File: src/rtl/osc_wave_gen_if.sv
// Control and sample bus of one tone-generator voice.
// The master side owns tick/en/step/wave_sel/gate; the slave side returns the sample.
interface osc_wave_gen_if #(
  parameter int BITLEN = 8,
  parameter int ACCW   = 16
);
  logic              tick;
  logic              en;
  logic [ACCW-1:0]   step;
  logic [1:0]        wave_sel;
  logic              gate;
  logic [BITLEN-1:0] sample_out;
  logic              sample_valid;
  logic              busy;

  modport master (
    output tick, en, step, wave_sel, gate,
    input  sample_out, sample_valid, busy
  );

  modport slave (
    input  tick, en, step, wave_sel, gate,
    output sample_out, sample_valid, busy
  );
endinterface

File: src/rtl/osc_wave_gen.sv
// Tone generator voice: phase accumulator, waveform shaper and
// attack/sustain/release envelope, advanced once per sample tick.
//
// state     | meaning
// ----------+---------------------------------------------
// S_IDLE    | env held at 0, waiting for gate
// S_ATTACK  | env rising by ATK_STEP per tick toward MAX
// S_SUSTAIN | env held at MAX while gate stays high
// S_RELEASE | env falling by REL_STEP per tick toward 0
module osc_wave_gen #(
  parameter int BITLEN   = 8,
  parameter int ACCW     = 16,
  parameter int ATK_STEP = 1,
  parameter int REL_STEP = 1
) (
  input logic           clk,
  input logic           n_rst,
  osc_wave_gen_if.slave bus
);

  localparam logic [BITLEN-1:0] MAX = '1;
  // Compare limits are one bit wider so the subtraction cannot underflow.
  localparam logic [BITLEN:0] ATK_LIM = {1'b0, MAX} - (BITLEN+1)'(ATK_STEP);
  localparam logic [BITLEN:0] REL_LIM = (BITLEN+1)'(REL_STEP);

  typedef enum logic [1:0] {S_IDLE, S_ATTACK, S_SUSTAIN, S_RELEASE} env_state_t;

  env_state_t        state, state_nxt;
  logic [ACCW-1:0]   phase;
  logic [BITLEN-1:0] env, env_nxt;
  logic [BITLEN-1:0] p, t, wave;
  logic [BITLEN-1:0] sample_nxt;

  assign p = phase[ACCW-1 -: BITLEN];
  assign t = {p[BITLEN-2:0], 1'b0};

  // Shape the current phase into the selected waveform (wave_sel is live, not latched).
  always_comb begin
    wave = '0;
    case (bus.wave_sel)
      2'b00:   wave = p[BITLEN-1] ? '0 : MAX;
      2'b01:   wave = p;
      2'b10:   wave = p[BITLEN-1] ? ~t : t;
      default: wave = '0;
    endcase
  end

  // Upper half of the full-width product is the scaled sample.
  assign sample_nxt = BITLEN'(({{BITLEN{1'b0}}, wave} * {{BITLEN{1'b0}}, env}) >> BITLEN);

  // Envelope next-state and level; saturates at both ends instead of wrapping.
  always_comb begin
    state_nxt = state;
    env_nxt   = env;
    case (state)
      S_IDLE: begin
        env_nxt = '0;
        if (bus.gate) state_nxt = S_ATTACK;
      end
      S_ATTACK: begin
        if (!bus.gate) begin
          state_nxt = S_RELEASE;
        end else if ({1'b0, env} >= ATK_LIM) begin
          env_nxt   = MAX;
          state_nxt = S_SUSTAIN;
        end else begin
          env_nxt = env + BITLEN'(ATK_STEP);
        end
      end
      S_SUSTAIN: begin
        env_nxt = MAX;
        if (!bus.gate) state_nxt = S_RELEASE;
      end
      S_RELEASE: begin
        if (bus.gate) begin
          state_nxt = S_ATTACK;
        end else if ({1'b0, env} <= REL_LIM) begin
          env_nxt   = '0;
          state_nxt = S_IDLE;
        end else begin
          env_nxt = env - BITLEN'(REL_STEP);
        end
      end
      default: begin
        state_nxt = S_IDLE;
        env_nxt   = '0;
      end
    endcase
  end

  // State register: en=0 clears everything; otherwise only a tick moves anything.
  always_ff @(posedge clk or negedge n_rst) begin
    if (!n_rst) begin
      state            <= S_IDLE;
      env              <= '0;
      phase            <= '0;
      bus.sample_out   <= '0;
      bus.sample_valid <= 1'b0;
    end else if (!bus.en) begin
      state            <= S_IDLE;
      env              <= '0;
      phase            <= '0;
      bus.sample_out   <= '0;
      bus.sample_valid <= 1'b0;
    end else if (bus.tick) begin
      state            <= state_nxt;
      env              <= env_nxt;
      phase            <= phase + bus.step;
      bus.sample_out   <= sample_nxt;
      bus.sample_valid <= 1'b1;
    end else begin
      bus.sample_valid <= 1'b0;
    end
  end

  // Busy whenever a note is sounding or decaying.
  always_comb bus.busy = (state != S_IDLE);

endmodule

File: src/flat_wrapper.sv
// flat-port wrapper written by rule: the top's interface ports become plain ports
module osc_wave_gen_flat 
#(
  parameter int BITLEN   = 8,
  parameter int ACCW     = 16,
  parameter int ATK_STEP = 1,
  parameter int REL_STEP = 1
)
  (clk, n_rst, bus_tick, bus_en, bus_step, bus_wave_sel, bus_gate, bus_sample_out, bus_sample_valid, bus_busy);
  osc_wave_gen_if #(.BITLEN(BITLEN), .ACCW(ACCW)) bus_i ();
  input logic clk;
  input logic n_rst;
  input wire logic [$bits(bus_i.tick)-1:0] bus_tick;
  input wire logic [$bits(bus_i.en)-1:0] bus_en;
  input wire logic [$bits(bus_i.step)-1:0] bus_step;
  input wire logic [$bits(bus_i.wave_sel)-1:0] bus_wave_sel;
  input wire logic [$bits(bus_i.gate)-1:0] bus_gate;
  output wire logic [$bits(bus_i.sample_out)-1:0] bus_sample_out;
  output wire logic [$bits(bus_i.sample_valid)-1:0] bus_sample_valid;
  output wire logic [$bits(bus_i.busy)-1:0] bus_busy;
  assign bus_i.tick = bus_tick;
  assign bus_i.en = bus_en;
  assign bus_i.step = bus_step;
  assign bus_i.wave_sel = bus_wave_sel;
  assign bus_i.gate = bus_gate;
  assign bus_sample_out = bus_i.sample_out;
  assign bus_sample_valid = bus_i.sample_valid;
  assign bus_busy = bus_i.busy;
  osc_wave_gen #(.BITLEN(BITLEN), .ACCW(ACCW), .ATK_STEP(ATK_STEP), .REL_STEP(REL_STEP)) u_core (.clk(clk), .n_rst(n_rst), .bus(bus_i));
endmodule
File: config.mk
export PLATFORM = sky130hd
export DESIGN_NAME = osc_wave_gen_flat
export DESIGN_NICKNAME = d
export VERILOG_FILES = /design/src/rtl/osc_wave_gen_if.sv /design/src/rtl/osc_wave_gen.sv /design/src/flat_wrapper.sv
export SDC_FILE = /design/constraint.sdc
export NUM_CORES = 1
export LEC_CHECK = 0
export CAP_MARGIN = 20
export CORE_UTILIZATION = 28
export CTS_CLUSTER_DIAMETER = 150
export DETAILED_ROUTE_END_ITERATION = 8
export SLEW_MARGIN = 20
export SYNTH_ARGS = -nofsm -noshare
export SYNTH_HDL_FRONTEND = slang
export SYNTH_SLANG_ARGS = --single-unit
File: constraint.sdc
create_clock -name clk -period 6.85 [get_ports clk]
set_input_delay 1.37 -clock clk [delete_from_list [all_inputs] [get_ports clk]]
set_output_delay 1.37 -clock clk [all_outputs]
set_load 0.02 [all_outputs]
==> results.ini, run 1 <==
[setup_path]
critical-path-max-stage-delay_ps = 490
end_kind = register
crit_slowest_cell = fa_1
worstPathMaxFanout = 9
required_ps = 7020
cp.arrival_ps = 6700
worstPathCellList = clkdlybuf4s50_1 > buf_4 > and4bb_2 > a221oi_4 > buf_4 > and2b_1 > fa_1 > inv_1 > fa_1 > fa_1 > inv_1 > fa_1 > ha_1 > nand4_1 > or3_1 > or4_4 > a311oi_4 > o21ai_1 > a32o_1
rrSetupSlack_ps = 1400
crit_start = bus_wave_sel[1]
path_class = in2reg
start_kind = input port
reg2reg_from = u_core.phase[15]
path_common_cell = fa_1

[drt]
dr.pass1.iters = 4
detail-route-antenna-nets = 0
drtIter0Drc = 183
viasPerCell = 4.965
wl_mm = 11.10
num_vias = 3922
wire_per_inst_um = 14.05
drc_errors = 0

[placed_design]
place_congestion = 0.8605
placed_cells = 779
detailed_place_hpwl_mm = 8.535
io_buffers = 32

[floorplanning]
core_mm2 = 0.01652
ioPinCount = 33
die_h_um = 131.9
rows = 47
die_x_um = 131.9
die_area_mm2 = 0.01740
start_util_pct = 28.59

[global_routing]
grt_antenna_before_repair = 0
grt.total_usage_pct = 13.36
grt_max_degree = 39
grt_pass1_vias = 3928
overflow = 0
grt_pass1_wl_mm = 19.13

[yosys]
postSynthAreaPerCell_um2 = 8.782
synth_area_leaders = dfrtp_1 19%, fa_1 15%, ha_1 15%
synthCells = 538
yosysTopAreaCell = dfrtp_1
synth_async_sr_flop_share_pct = 100.0
yosysSeqAreaShare_pct = 18.54
ys_types = 62
synth_area_mm2 = 0.004725
synth_flop_cell = dfrtp_1
yosysWarnings = 0
synth_top_area_share_pct = 18.54
synth_edf_count = 0
ys_ff_latch = 35
synth_fp_nets = 653

[final_layout]
instances_no_fill = 790
postLayoutCoreUtil_pct = 33.47
nets = 684
layout-drive-gt1-share_pct = 5.965
area_growth_pct = 17.08
diodes = 0

[flow_run]
cap_violations = 0

[sta]
max_slew_margin_pct = 42.39
finalClockSkew_ps = 5.952
min_period_ps = 6523
setup_tns_ps = 0
slew_violations = 0
period_share_pct = 95.23
finalSetupViolations = 0
max_freq_mhz = 153.3
timing_hold_violations_final = 0
worst_pin_slew_ps = 864.2

[pwr]
pwr_density_cell_mw_per_mm2 = 147.4
ir_worst_vdd_mv = 0.08693
p_leak_nw = 2.684

[clocking]
cts_sinks = 35
clkLatencyLatePin_ps = 290
holdBufCountCts = 0
cts_made_buffers = 5
cts-root-buf = clkbuf_16
cts_buffer_depth = 2
path_clk_slew_ps = 60
h-tree-depth = 2
cts_tree = yes

[outcome]
status = complete, no violations

[hold_path]
hp-start = u_core.bus.sample_out[5]
min_path_type = reg2reg

[metrics by stage]
step | setup WS, ps | power (mW) | hold WS (ps) | area [um^2]
final | 327.0 | 0.8151 | 485.0 | 5532
after global placement | 69.32 | 0.4987 | 477.8 | 5310
after CTS | 233.2 | 0.8210 | 492.6 | 5499
after global routing | -13.06 | 0.8636 | 520.2 | 5532
after floorplan | 535.7 | 0.4232 | 490.4 | 4725
after detailed placement | -64.40 | 0.5083 | 478.8 | 5310
[cell type report]
class / count / area, um^2
Timing Repair Buffer: 48 / 435.4
Tap cell: 220 / 275.3
Clock inverter: 2 / 60.06
Multi-Input combinational cell: 422 / 3542
Inverter: 57 / 214.0
Clock buffer: 6 / 128.9
Sequential cell: 35 / 875.8
Fill cell: 1710 / 10990
[where the power goes]
| part | switching [mW] | internal, mW | total (mW) |
|---|---|---|---|
| Sequential | 0.0234 | 0.223 | 0.246 |
| Clock | 0.0965 | 0.209 | 0.305 |
| Combinational | 0.143 | 0.121 | 0.264 |
| Total | 0.263 | 0.552 | 0.815 |
[critical path, delay by kind of cell]
family / cells / cell delay (ps)
adders and majority gates: 5 / 2080
AOI/OAI and AO/OA: 4 / 900
buffers and inverters: 5 / 990
and+or+nand+nor: 5 / 1360
[registers in the layout, summed over array words and instances (netlist names)]
| signal | flops |
|---|---|
| u_core.bus.sample_out | 8 |
| u_core.env | 8 |
| u_core.bus.sample_valid | 1 |
| u_core.phase | 16 |
| u_core.state | 2 |
[synthesized netlist by cell type, types with 3 or more instances]
cell type,number
a22o_1,5
and2b_1,5
o31ai_1,5
o21ai_0,21
nand4_1,4
and2_1,17
fa_1,36
nor3_1,9
ha_1,56
a21oi_1,25
dfrtp_1,35
or2_2,3
or3_1,5
mux2i_1,11
xnor2_1,20
inv_1,57
a21o_1,8
a22oi_1,7
a211oi_1,6
xor2_1,5
nand3_1,8
a31oi_1,6
nor2_1,33
clkbuf_1,17
nand2_1,37
buf_2,4
nand2b_1,16
nor3b_1,3
nor2b_1,27
nand3b_1,4
[layout by cell type (no fill, tap or decap), types with 3 or more instances in the layout]
master           instances
or3_1                    5
nor2_1                  33
xor2_1                   5
nor2b_1                 27
and2_1                  17
fa_1                    36
o21ai_0                 21
clkbuf_16                5
mux2i_1                 11
clkdlybuf4s50_1         31
nor3_1                   9
nand2_1                 37
a21oi_1                 25
xnor2_1                 20
nor3b_1                  3
a21o_1                   8
or2_2                    3
a211oi_1                 6
a22oi_1                  5
o31ai_1                  5
and2b_1                  5
nand3_1                  8
buf_4                   15
ha_1                    56
a31oi_1                  6
nand3b_1                 4
a22o_1                   5
inv_1                   57
nand4_1                  4
dfrtp_1                 35
nand2b_1                16
[final timing paths]
kind | to | depth (start not counted)
setup / recovery | u_core.bus.sample_out[6] | 19
min in group asynchronous | u_core.phase[4] | 1
hold reg to reg | u_core.bus.sample_out[5] | 2
max in group asynchronous | u_core.phase[14] | 1
setup reg to reg | u_core.bus.sample_out[6] | 17
hold / removal | u_core.bus.sample_out[5] | 2
[cells by family after synthesis]
group	share of synthesized area, %
XOR/XNOR	4.635
adder cells (fa/ha/maj)	30.08
AO/OA/AOI/OAI	16.61
AND/OR/NAND/NOR	21.11
flip-flops	18.54
multiplexers	2.331
buffers and inverters	6.700
[routing by layer]
metal | up-vias | wire (um) | track usage [%]
met2 | 77 | 5476 | 22.81
met1 | 1919 | 5044 | 17.51
met4 | 0 | 122 | 4.005
met5 | - | 0 | 0
met3 | 13 | 459 | 1.769
li1 | 1913 | - | -
[what timing repair did]
item	in CTS	in global routing
setup buffers	0	2
hold endpoints to repair	0	0
gates resized for setup	0	2
endpoints found under the setup margin	0	2
No activity file was read; power rests on OpenSTA's default activity.
==> run 2, diff against run 1 <==
SLEW_MARGIN = default   (was 20)
==> run 2 against run 1 <==
  * Wire length hardly changed
  * Critical path depth stayed put
  * Clock skew is 0.80 ps higher
  * Via count is 0.20% lower
  * Sequential power hardly changed
  * Sequential share of layout area hardly changed
  * Critical path type unchanged
  * Largest cell class unchanged
==> results.ini, run 2 (synthesis gave the netlist of run 1 again) <==
[sta]
worst_pin_slew_ps = 1033  ; +168.6 ps
max_freq_mhz = 153.2  ; about the same
timing_hold_violations_final = 0  ; unchanged
worst_slack_ps = 323.7  ; -3.319 ps
min_period_ps = 6526  ; +3.319 ps
period_share_pct = 95.27  ; about the same
holdWs_ps = 483.1  ; -1.947 ps
max_slew_margin_pct = 30.83  ; -12 points
finalSetupViolations = 0  ; unchanged
slew_violations = 0  ; unchanged
finalClockSkew_ps = 6.750  ; +0.7982 ps

[global_routing]
grt_antenna_before_repair = 0  ; unchanged
overflow = 0  ; unchanged
grt_pass1_vias = 3928  ; unchanged
grt_pass1_wl_mm = 19.13  ; unchanged
grt.total_usage_pct = 13.36  ; unchanged
grt_max_degree = 39  ; unchanged

[drt]
drc_errors = 0  ; unchanged
dr.pass1.iters = 4  ; unchanged
detail-route-antenna-nets = 0  ; unchanged
wl_mm = 11.09  ; about the same
wire_per_inst_um = 14.06  ; about the same
viasPerCell = 4.961  ; about the same
num_vias = 3914  ; -0.20%
drtIter0Drc = 188  ; +2.7%

[setup_path]
path_buf_inv = 5  ; unchanged
required_ps = 7020  ; about the same
crit_slowest_cell = fa_1
cp.arrival_ps = 6700  ; about the same
start_kind = input port
path_delay_family = adder cells
path_class = in2reg
reg2reg_from = u_core.phase[15]
critical-path-max-stage-delay_ps = 490  ; about the same
worstPathMaxFanout = 9  ; unchanged
worstPathCellList = clkdlybuf4s50_1 > buf_4 > and4bb_2 > a221oi_4 > buf_4 > and2b_1 > fa_1 > inv_1 > fa_1 > fa_1 > inv_1 > fa_1 > ha_1 > nand4_1 > or3_1 > or4_4 > a311oi_4 > o21ai_1 > a32o_1
path_common_cell = fa_1
end_kind = register
crit_start = bus_wave_sel[1]

[placed_design]
place_congestion = 0.8605  ; unchanged
pre_cts_ws_ps = -64.40  ; unchanged
io_buffers = 32  ; unchanged
place_area_mm2 = 0.005310  ; unchanged
detailed_place_hpwl_mm = 8.535  ; unchanged

[floorplanning]
core_mm2 = 0.01652  ; unchanged
die_x_um = 131.9  ; unchanged
die_area_mm2 = 0.01740  ; unchanged
rows = 47  ; unchanged
die_h_um = 131.9  ; unchanged
ioPinCount = 33  ; unchanged
start_util_pct = 28.59  ; unchanged

[clocking]
cts_buffer_depth = 2  ; unchanged
holdBufCountCts = 0  ; unchanged
path_clk_slew_ps = 60  ; about the same
h-tree-depth = 2  ; unchanged
cts_tree = yes
cts_made_buffers = 5  ; unchanged
clkLatencyLatePin_ps = 290  ; about the same
cts-root-buf = clkbuf_16
cts_sinks = 35  ; unchanged

[hold_path]
min_path_type = reg2reg
hp-start = u_core.bus.sample_out[5]

[pwr]
seqPwrFrac_pct = 30.2  ; about the same
ir_worst_vdd_mv = 0.08682  ; -0.13%
p_comb_share_pct = 32.4  ; about the same
power.internal_mw = 0.5525  ; about the same
p_clk_share_pct = 37.4  ; about the same
p_switching_mw = 0.2616  ; -0.39%
pwr_density_cell_mw_per_mm2 = 147.4  ; about the same
swShare_pct = 32.13  ; -0.086 points
p_leak_nw = 2.679  ; -0.18%

[final_layout]
area_growth_pct = 16.92
nets = 683  ; -0.15%
final_common_cell = inv_1
top_register = u_core.phase
fill_cells = 1714  ; +0.23%
final_cell_mix = 57 x inv_1, 56 x ha_1, 37 x nand2_1
diodes = 0  ; unchanged
finish.instance_area_mm2 = 0.005524  ; -0.14%
layout-drive-gt1-share_pct = 5.800  ; -0.17 points
largest_reg_flops = 16  ; unchanged
reg_top3 = u_core.phase x16, u_core.bus.sample_out x8, u_core.env x8

[flow_run]
cap_violations = 0  ; unchanged

[outcome]
status = complete, no violations

[run 2: area by class of cell]
cell class / count / area, um^2 / share of cell area [%]
Tap cell: 220 / 275.3 / 4.983
Timing Repair Buffer: 47 / 427.9 / 7.746
Inverter: 57 / 214.0 / 3.873
Multi-Input combinational cell: 422 / 3542 / 64.12
Clock buffer: 6 / 128.9 / 2.333
Sequential cell: 35 / 875.8 / 15.86
Clock inverter: 2 / 60.06 / 1.087
[run 2: final timing paths]
check / to / slack [ps] / cells past startpoint
setup / recovery: u_core.bus.sample_out[6] / 320 / 19
hold / removal: u_core.bus.sample_out[5] / 480 / 2
setup reg to reg: u_core.bus.sample_out[6] / 1400 / 17
hold reg to reg: u_core.bus.sample_out[5] / 480 / 2
max in group asynchronous: u_core.phase[14] / 5110 / 1
min in group asynchronous: u_core.phase[5] / 1190 / 1
[run 2: power by group through the flow]
stage          combinational (mW)  sequential (mW)  clock (mW)
4_1_cts                     0.261            0.245       0.315
2_1_floorplan               0.185            0.238           0
5_1_grt                     0.295            0.248       0.321
3_5_place_dp                0.259            0.249           0
3_3_place_gp                0.251            0.248           0
6_report                    0.264            0.246       0.305
[run 2: timing repair]
item,CTS,global route
buffers inserted,0,2
hold endpoints to repair,0,0
endpoints found under the setup margin,0,2
resized for setup,0,2
[run 2: worst register-to-register path, cell delays in order, from the launching register on]
cell and delay, ps:
dfrtp_1 550, and4bb_2 350, a221oi_4 210, buf_4 210
and2b_1 200, fa_1 410, inv_1 90, fa_1 400
fa_1 490, inv_1 50, fa_1 470, ha_1 310
nand4_1 70, or3_1 370, or4_4 480, a311oi_4 360
o21ai_1 90, a32o_1 250
[run 2: routing by layer]
| metal | vias up | share of wire, % | global-route usage [%] |
|---|---|---|---|
| met5 | - | 0 | 0 |
| met4 | 0 | 1.3 | 4.005 |
| met3 | 15 | 3.8 | 1.769 |
| met2 | 77 | 49 | 22.81 |
| met1 | 1911 | 46 | 17.51 |
| li1 | 1911 | - | - |
[run 2: metrics by stage]
stage	total power, mW	utilization, %	setup TNS [ps]	std cells
2_1_floorplan	0.4232	-	0	538
3_3_place_gp	0.4987	32.13	0	779
3_5_place_dp	0.5083	32.13	-90.94	779
4_1_cts	0.8210	33.28	0	787
5_1_grt	0.8636	33.43	-13.06	789
6_report	0.8141	33.43	0	789
==> run 3, diff against run 2 <==
DONT_BUFFER_PORTS = 1   (was default)
==> run 3 against run 2 <==
  * Wire length decreased by 2.4%
  * Clock skew about the same
  * Sequential share of layout area increased by 1.3 points
  * Critical path depth decreased by 3
  * Combinational power decreased by 16%
  * Non-clock buffer count decreased by 39
  * Via count decreased by 5.4%
  * Fmax increased by 6.6%
  * Largest cell class unchanged
==> results.ini, run 3 (synthesis gave the netlist of run 1 again) <==
[hold_path]
min_path_type = reg2reg

[sta]
finalClockSkew_ps = 6.904  ; +0.1543 ps
holdWs_ps = 522.7  ; +39.64 ps
setup_tns_ps = 0  ; unchanged
period_share_pct = 89.35  ; -5.9 points
slew_violations = 0  ; unchanged
rsz0062_at_grt = no
timing_hold_violations_final = 0  ; unchanged
max_slew_margin_pct = 31.66  ; +0.83 points
worst_pin_slew_ps = 1020  ; -12.46 ps
max_freq_mhz = 163.4  ; +6.6%
finalSetupViolations = 0  ; unchanged
min_period_ps = 6121  ; -405.7 ps

[final_layout]
final_common_cell = inv_1
largest_reg_flops = 16  ; unchanged
layout-drive-gt1-share_pct = 4.340  ; -1.5 points
top_register = u_core.phase
diodes = 0  ; unchanged
postLayoutCoreUtil_pct = 30.85  ; -2.6 points
final_cell_mix = 57 x inv_1, 56 x ha_1, 37 x nand2_1
nets = 644  ; -5.7%
reg_top3 = u_core.phase x16, u_core.bus.sample_out x8, u_core.env x8
area_growth_pct = 7.918

[clocking]
cts_made_buffers = 5  ; unchanged
cts_tree = yes
cts-resized-gates = 0  ; unchanged
cts_sinks = 35  ; unchanged
h-tree-depth = 2  ; unchanged
holdBufCountCts = 0  ; unchanged
post_cts_buffers = 0  ; unchanged
path_clk_slew_ps = 60  ; about the same
cts-root-buf = clkbuf_16
cts_buffer_depth = 2  ; unchanged
clkLatencyLatePin_ps = 290  ; about the same

[setup_path]
crit_slowest_cell = or4_4
required_ps = 7030  ; about the same
cp.arrival_ps = 6300  ; -400 ps
critical-path-max-stage-delay_ps = 550  ; +60 ps
end_kind = register
worstPathMaxFanout = 10  ; +1
path_delay_family = adder cells
start_kind = input port
path_class = in2reg
rrSetupSlack_ps = 1140  ; -260 ps
path_common_cell = fa_1
path_buf_inv = 2  ; -3
worstPathCellList = nor2b_4 > a221oi_4 > and2b_1 > fa_1 > fa_1 > fa_1 > inv_1 > fa_1 > inv_1 > ha_1 > o21a_1 > o2111ai_1 > or4_4 > a311oi_4 > o21ai_1 > a32o_1

[flow_run]
cap_violations = 0  ; unchanged

[global_routing]
busiest_layer = met2
grtUsageMet3_pct = 2.307  ; +0.54 points
grt_max_degree = 39  ; unchanged
use_met1_pct = 17.73  ; +0.22 points
grt_pass1_wl_mm = 18.42  ; -3.7%
grt_antenna_before_repair = 0  ; unchanged
overflow = 0  ; unchanged
grt_pass1_vias = 3575  ; -9.0%
use_met2_pct = 21.58  ; -1.2 points
grt.total_usage_pct = 13.08  ; -0.28 points

[placed_design]
detailed_place_hpwl_mm = 8.213  ; -3.8%
place_congestion = 0.7958  ; -7.5%
io_buffers = 0  ; -100%

[pwr]
seqPwrFrac_pct = 35.3  ; +5.1 points
p_leak_nw = 2.500  ; -6.7%
p_clk_share_pct = 32.8  ; -4.6 points
pwr_density_cell_mw_per_mm2 = 137.0  ; -7.0%
swShare_pct = 34.26  ; +2.1 points
ir_worst_vdd_mv = 0.09892  ; +14%
p_switching_mw = 0.2393  ; -8.5%
p_comb_share_pct = 31.9  ; -0.5 points
power.internal_mw = 0.4592  ; -17%

[drt]
viasPerCell = 4.936  ; -0.50%
dr.pass1.iters = 4  ; unchanged
wire_per_inst_um = 14.44  ; +2.7%
drc_errors = 0  ; unchanged
detail-route-antenna-nets = 0  ; unchanged
drtIter0Drc = 187  ; -0.53%
num_vias = 3702  ; -5.4%
wl_mm = 10.83  ; -2.4%

[floorplanning]
die_x_um = 131.9  ; unchanged
core_mm2 = 0.01652  ; unchanged
die_h_um = 131.9  ; unchanged
start_util_pct = 28.59  ; unchanged
ioPinCount = 33  ; unchanged
rows = 47  ; unchanged
die_area_mm2 = 0.01740  ; unchanged

[outcome]
status = complete, no violations

==> run 3: path summary, 6_finish.rpt <==
kind,endpoint,startpoint,cells past startpoint
hold reg to reg,u_core.phase[0],u_core.phase[0],2
setup reg to reg,u_core.bus.sample_out[6],u_core.phase[15],16
min in group asynchronous,u_core.phase[5],n_rst,0
setup / recovery,u_core.bus.sample_out[6],bus_wave_sel[0],16
hold / removal,u_core.phase[0],u_core.phase[0],2
max in group asynchronous,u_core.bus.sample_valid,n_rst,0
==> run 3: area by class of cell <==
class                   count  area [um^2]
multi-input cells         422         3532
inverters                  57        214.0
flip-flops and latches     35        875.8
well taps                 220        275.3
repair buffers              8        60.06
clock inverters             2        12.51
fillers                  1729        11430
clock buffers               6        128.9
==> run 3: routing by layer <==
metal | share of wire, % | up-vias
li1 | - | 1841
met1 | 47 | 1805
met2 | 47 | 49
met3 | 4.5 | 7
met4 | 0.90 | 0
met5 | 0 | -
==> run 3: worst register-to-register path: cells and delay by family, from the launching register on <==
family          cells  cell delay, ps
flops               1             660
buf+inv             2              90
fa+ha+maj           5            2420
simple gates        3             990
compound gates      6            1470
==> run 3: per-stage QoR <==
| stage | total power [mW] | instance area, um^2 | setup WS (ps) | instances |
|---|---|---|---|---|
| detailed placement | 0.4726 | 4957 | 400.3 | 742 |
| global placement | 0.4720 | 4957 | 489.0 | 742 |
| finish | 0.6984 | 5099 | 729.3 | 750 |
| CTS | 0.7073 | 5099 | 694.4 | 750 |
| global route | 0.7455 | 5099 | 488.0 | 750 |
| floorplan | 0.4232 | 4725 | 535.7 | 538 |
==> run 3: power groups by stage <==
stage	clock (mW)	combinational [mW]	sequential, mW
after floorplan	0	0.185	0.238
after global placement	0	0.222	0.250
after detailed placement	0	0.223	0.250
after CTS	0.237	0.224	0.246
after global routing	0.245	0.252	0.249
final	0.229	0.223	0.247
